[config.mk]
export PLATFORM = sky130hd
export DESIGN_NAME = sym_fir_core
export DESIGN_NICKNAME = d
export VERILOG_FILES = /design/src/rtl/sym_fir_pkg.sv /design/src/rtl/sym_fir_round_sat.sv /design/src/rtl/sym_fir_core.sv
export SDC_FILE = /design/constraint.sdc
export NUM_CORES = 2
export LEC_CHECK = 0
export BUFFER_PORTS_ARGS = -buffer_cell sky130_fd_sc_hd__buf_2
export CAP_MARGIN = 10
export CORE_ASPECT_RATIO = 1.1
export CORE_MARGIN = 3
export CORE_UTILIZATION = 60
export DETAILED_ROUTE_END_ITERATION = 10
export PLACE_DENSITY = 0.76
export SETUP_SLACK_MARGIN = 0.5
export SLEW_MARGIN = 20
export SYNTH_ARGS = -nofsm -noshare
export SYNTH_HDL_FRONTEND = slang
export SYNTH_SLANG_ARGS = --single-unit
[constraint.sdc]
create_clock -name clk -period 16.9 [get_ports clk]
set_input_delay 0.845 -clock clk [delete_from_list [all_inputs] [get_ports clk]]
set_output_delay 0.845 -clock clk [all_outputs]
set_load 0.03 [all_outputs]
[src/rtl/sym_fir_pkg.sv]
// sym_fir_pkg: shared types, width derivations and the round/saturate helper for sym_fir_core.
package sym_fir_pkg;

    typedef enum logic {MODE_SYM = 1'b0, MODE_ASYM = 1'b1} sym_mode_e;

    typedef enum logic [1:0] {ST_RUN, ST_DRAIN, ST_SWAP} fir_state_e;

    function automatic int pre_w(input int dw);
        return dw + 1;
    endfunction

    function automatic int prod_w(input int dw, input int cw);
        return pre_w(dw) + cw;
    endfunction

    function automatic int acc_w(input int dw, input int cw, input int n);
        return prod_w(dw, cw) + $clog2(n);
    endfunction

    // Returns {saturated, value}; value is round-half-up by sh bits, clipped to ow signed bits.
    function automatic logic [64:0] round_sat(input logic signed [63:0] v, input int sh, input int ow);
        logic signed [63:0] r, mx, mn;
        r  = sh > 0 ? (v + (64'sd1 <<< (sh - 1))) >>> sh : v;
        mx = (64'sd1 <<< (ow - 1)) - 64'sd1;
        mn = -(64'sd1 <<< (ow - 1));
        return r > mx ? {1'b1, mx} : r < mn ? {1'b1, mn} : {1'b0, r};
    endfunction

endpackage

[src/rtl/sym_fir_round_sat.sv]
// sym_fir_round_sat: combinational round-half-up and saturation of the accumulator into the output word.
module sym_fir_round_sat
    import sym_fir_pkg::*;
#(
    parameter int IN_W  = 27,
    parameter int SHIFT = 1,
    parameter int OUT_W = 20
) (
    input  logic signed [IN_W-1:0]  din_i,
    output logic signed [OUT_W-1:0] dout_o,
    output logic                    sat_o
);

    logic [64:0] rs;
    logic        unused_hi;

    assign rs        = round_sat(64'(din_i), SHIFT, OUT_W);
    assign dout_o    = rs[OUT_W-1:0];
    assign sat_o     = rs[64];
    assign unused_hi = ^rs[63:OUT_W];

endmodule

[src/rtl/sym_fir_core.sv]
// sym_fir_core: pipelined linear-phase FIR with shadow coefficient bank and drain-then-swap commit.
// Define ADAPTIVE_FILTER_SAT_CNT_EN to add the saturating sat_cnt output counter.
module sym_fir_core
    import sym_fir_pkg::*;
#(
    parameter int ORDER      = 9,
    parameter int DATA_WIDTH = 14,
    parameter int DATA_FL    = 6,
    parameter int COEF_WIDTH = 9,
    parameter int COEF_FL    = 7,
    parameter int OUT_WIDTH  = 20,
    parameter int OUT_FL     = 12
) (
    input  logic                               clk,
    input  logic                               rst,
    input  logic                               in_valid,
    output logic                               in_ready,
    input  logic [DATA_WIDTH-1:0]              in_data,
    output logic                               out_valid,
    input  logic                               out_ready,
    output logic [OUT_WIDTH-1:0]               out_data,
    output logic                               out_sat,
    input  logic                               coef_wr_en,
    input  logic [$clog2((ORDER + 1) / 2)-1:0] coef_wr_addr,
    input  logic [COEF_WIDTH-1:0]              coef_wr_data,
    input  logic                               coef_commit,
    input  logic                               mode,
    output logic                               commit_busy
`ifdef ADAPTIVE_FILTER_SAT_CNT_EN
    ,output logic [15:0]                       sat_cnt
`endif
);

    localparam int COEF_NUM = (ORDER + 1) / 2;
    localparam int PRE_W    = pre_w(DATA_WIDTH);
    localparam int PROD_W   = prod_w(DATA_WIDTH, COEF_WIDTH);
    localparam int ACC_W    = acc_w(DATA_WIDTH, COEF_WIDTH, COEF_NUM);
    localparam int SHIFT    = DATA_FL + COEF_FL - OUT_FL;

    if ((ORDER % 2) == 0 || OUT_FL > DATA_FL + COEF_FL) begin : g_param_check
        $error("sym_fir_core: ORDER must be odd and OUT_FL <= DATA_FL + COEF_FL");
    end

    fir_state_e                   state_q;
    sym_mode_e                    mode_q;
    logic                         commit_busy_q, out_valid_q, out_sat_q, rs_sat, stall, accept;
    logic [3:0]                   vld_q;
    logic signed [DATA_WIDTH-1:0] x_q      [ORDER+1];
    logic signed [COEF_WIDTH-1:0] shadow_q [COEF_NUM];
    logic signed [COEF_WIDTH-1:0] active_q [COEF_NUM];
    logic signed [PRE_W-1:0]      p_q      [COEF_NUM];
    logic signed [PROD_W-1:0]     m_q      [COEF_NUM];
    logic signed [ACC_W-1:0]      sum_q, sum_d;
    logic signed [OUT_WIDTH-1:0]  out_data_q, rs_data;

    assign stall       = out_valid_q && !out_ready;
    assign in_ready    = !stall && state_q == ST_RUN;
    assign accept      = in_valid && in_ready;
    assign out_valid   = out_valid_q;
    assign out_data    = out_data_q;
    assign out_sat     = out_sat_q;
    assign commit_busy = commit_busy_q;

    always_comb begin
        sum_d = '0;
        for (int k = 0; k < COEF_NUM; k++) sum_d = sum_d + ACC_W'(m_q[k]);
    end

    sym_fir_round_sat #(.IN_W(ACC_W), .SHIFT(SHIFT), .OUT_W(OUT_WIDTH)) u_round_sat (
        .din_i  (sum_q),
        .dout_o (rs_data),
        .sat_o  (rs_sat)
    );

    // vld_q[0] marks a fresh sample in the delay line; vld_q[3] marks a valid accumulator.
    always_ff @(posedge clk or posedge rst) begin
        if (rst) begin
            for (int k = 0; k <= ORDER; k++) x_q[k] <= '0;
            for (int k = 0; k < COEF_NUM; k++) begin
                p_q[k] <= '0;
                m_q[k] <= '0;
            end
            sum_q       <= '0;
            vld_q       <= '0;
            out_valid_q <= 1'b0;
            out_data_q  <= '0;
            out_sat_q   <= 1'b0;
        end else if (!stall) begin
            if (accept) begin
                x_q[0] <= in_data;
                for (int k = 1; k <= ORDER; k++) x_q[k] <= x_q[k-1];
            end
            for (int k = 0; k < COEF_NUM; k++) begin
                p_q[k] <= mode_q == MODE_ASYM ? PRE_W'(x_q[k]) - PRE_W'(x_q[ORDER-k])
                                              : PRE_W'(x_q[k]) + PRE_W'(x_q[ORDER-k]);
                m_q[k] <= PROD_W'(p_q[k]) * PROD_W'(active_q[k]);
            end
            sum_q       <= sum_d;
            vld_q       <= {vld_q[2:0], accept};
            out_valid_q <= vld_q[3];
            out_data_q  <= vld_q[3] ? rs_data : '0;
            out_sat_q   <= vld_q[3] && rs_sat;
        end
    end

    // A write landing in the SWAP cycle updates shadow after active has copied the old contents.
    always_ff @(posedge clk or posedge rst) begin
        if (rst) begin
            state_q       <= ST_RUN;
            mode_q        <= MODE_SYM;
            commit_busy_q <= 1'b0;
            for (int k = 0; k < COEF_NUM; k++) begin
                shadow_q[k] <= '0;
                active_q[k] <= '0;
            end
        end else begin
            if (coef_wr_en && 32'(coef_wr_addr) < COEF_NUM) shadow_q[coef_wr_addr] <= coef_wr_data;
            if (state_q == ST_RUN && coef_commit) begin
                state_q       <= ST_DRAIN;
                commit_busy_q <= 1'b1;
            end else if (state_q == ST_DRAIN && vld_q == '0 && !out_valid_q) begin
                state_q <= ST_SWAP;
            end else if (state_q == ST_SWAP) begin
                active_q      <= shadow_q;
                mode_q        <= sym_mode_e'(mode);
                state_q       <= ST_RUN;
                commit_busy_q <= 1'b0;
            end
        end
    end

`ifdef ADAPTIVE_FILTER_SAT_CNT_EN
    logic [15:0] sat_cnt_q;

    assign sat_cnt = sat_cnt_q;

    always_ff @(posedge clk or posedge rst) begin
        if (rst) sat_cnt_q <= '0;
        else if (state_q == ST_SWAP) sat_cnt_q <= '0;
        else if (out_valid_q && out_ready && out_sat_q && sat_cnt_q != 16'hFFFF) sat_cnt_q <= sat_cnt_q + 16'd1;
    end
`endif

endmodule

==> metrics.cfg <==
[clock_tree]
clkTransAtPathRegs_ns=0.07
clockBufferDepth=3
cts_tree=built
postCtsSetupRepairBufs=0
hold_buffers=0
clockRootBuffer=clkbuf_16
htree_num_levels=2
cts_resized=0
clock_sinks=482
cts_buffers=55
insertion_delay_ns=0.64

[sta]
setup_ws_ns=11.21
rsz0062_at_grt=no
clock_skew_ns=0.0352
max_freq_ghz=0.176
report.final.slew_viol_count=0
finalHoldViolations=0
setup_viol=0
finalCriticalPeriod_ns=5.69
final.setup.tns_ns=0
worst_pin_slew_ns=1.01
post-route-period-util_pct=33.7
relSlewSlack_pct=31.7

[synth]
ys_seq_elements=482
netlist.area_leader.share_pct=26.6
synth_ff_type=dfrtp_1
netlist_top_cells_count=fa_1 (639), nand2_1 (587), inv_1 (527)
synth_warnings=0
synth_edf_count=0
yosys-top-cells-area=fa_1 (27%), dfrtp_1 (25%), ha_1 (9.2%)
syn_avg_cell_area_um2=9.89
syn_nets=5883
ys_types=81
yosysMostFrequentCell=fa_1
netlist_instances=4858
syn_area_mm2=0.0481
synth_top_area_cell=fa_1
async_flop_share_pct=100
seq_area_frac_synth_pct=25.1

[detailed_routing]
met2_length_um=54800
drt-initial-drc-count=2601
dr.pass1.iters=6
via_per_inst=5.80
wl_met3_um=7980
routed_wirelength_um=116000
wl_per_cell_um=19.9
wl_met1_um=48600
ant_nets=0
vias=34043
dr.max_layer_used=met4
drc=0

[global_route]
antenna_found_initial=2
grt_max_degree=195
grt_first_pass_wirelength_um=190000
grt_overflow_total=0
grt_use_total_pct=29.0
grt_pass1_vias=35016

[critical_path]
path_buf_inv=3
path_cells=nand2_1, fa_1, inv_1, fa_1, inv_1, fa_1, inv_1, fa_1, fa_1, ha_1, o21a_1, a2111oi_2, o31ai_1, nor4_2, o41ai_1, a221oi_2, xnor2_1, o21ai_0
crit_required_ns=17.38
crit_top_cell=fa_1
worstSetupPathType=reg2reg
crit_family=adder cells
crit_fanout=16
worstSetupStartpointType=flop
cp.arrival_ns=6.17
critPathCaptureType=flop
cpMaxStageDelayCell=dfrtp_1
slowest_delay_ns=0.70

[final_layout]
nNetsFinal=5800
syn2layout_area_growth_pct=5.99
drive_above_1_share_pct=8.74
fin_util_pct=64.3

[floorplanning]
io_pins=57
initial_utilization_pct=60.7
die_h_um=303
coreArea_mm2=0.0792
row_count=108
fp.dieW_um=276
die-area_mm2=0.0836

[place]
routabilityCongestion=0.949
port_buffers=56
hpwl_um=91100
dp_slack_ns=11.25

[status]
status=finished clean

[hold_path]
hold_path_class=in2async

[run]
maxCapViolations=0

## cells in the final DEF, fill, tap and decap left out, drive strengths merged, types with 8 or more instances in the layout
cell       n
o21bai    24
nand4     17
xor2      96
nor3b     10
and2     318
nand3     41
inv      531
a211o     10
a21oi    233
clkbuf    73
clkinv    13
a211oi    28
a21o      44
or2       12
a31oi     28
nand2    587
a41oi      8
o211a      8
and3      16
o21a      16
nor2b     19
and4       9
o41ai     10
o31ai     16
mux2     210
ha       353
xnor2    183
o211ai    25
nor4      13
nor3      68
a2111oi    9
nor2     321
buf       72
o21ai    159
fa       639
nand2b    30
dfrtp    482
or3       27
## state kept, by name, indices dropped and copies added (netlist names)
| signal | count |
|---|---|
| sum_q | 27 |
| m_q | 120 |
| out_data | 20 |
| vld_q | 4 |
| mode_q | 1 |
| commit_busy | 1 |
| shadow_q | 45 |
| state_q | 2 |
| out_valid | 1 |
| p_q | 75 |
| active_q | 45 |
| x_q | 140 |
| out_sat | 1 |
## kinds of logic after synthesis
group,count (synthesis),synth area share [%]
compound gates,646,8.37
mux,215,5.02
xor+xnor,279,5.08
simple gates,1504,14.8
fa+ha+maj,992,35.8
flops,482,25.1
buf+inv,740,5.82
## per-stage QoR
| stage | instances | hold slack, ns | instance area, µm² |
|---|---|---|---|
| floorplan | 4858 | 0.444 | 48100 |
| global placement | 5763 | 0.461 | 49000 |
| detailed placement | 5763 | 0.465 | 49000 |
| CTS | 5862 | 0.411 | 50900 |
| global route | 5862 | 0.414 | 50900 |
| finish | 5865 | 0.345 | 51000 |
## layout make-up
class | instances | area, µm²
inverters | 528 | 1990
clock buffers | 73 | 1560
well taps | 1045 | 1310
repair buffers | 72 | 425
clock inverters | 26 | 343
multi-input cells | 3636 | 33300
fillers | 6356 | 28200
flip-flops and latches | 482 | 12100
diodes | 3 | 7.51
## path summary, 6_finish.rpt
path	slack, ns	startpoint	endpoint	cells after the start
setup / recovery	11.21	active_q[27]	m_q[95]	18
max in group asynchronous	13.53	rst	active_q[8]	5
setup reg to reg	11.21	active_q[27]	m_q[95]	18
hold reg to reg	0.48	out_data[1]	out_data[1]	2
min in group clk	0.45	in_data[9]	x_q[135]	2
hold / removal	0.35	rst	x_q[133]	2
## layer usage
layer | vias up | GRT usage, %
met5 | - | 0
met1 | 17191 | 39.4
met2 | 1042 | 47.1
met3 | 226 | 5.11
li1 | 15584 | -
met4 | 0 | 10.5
Power is left out: the tool's default activity adds up to more than one toggle a clock period on the data nets, which glitch-free logic cannot reach.
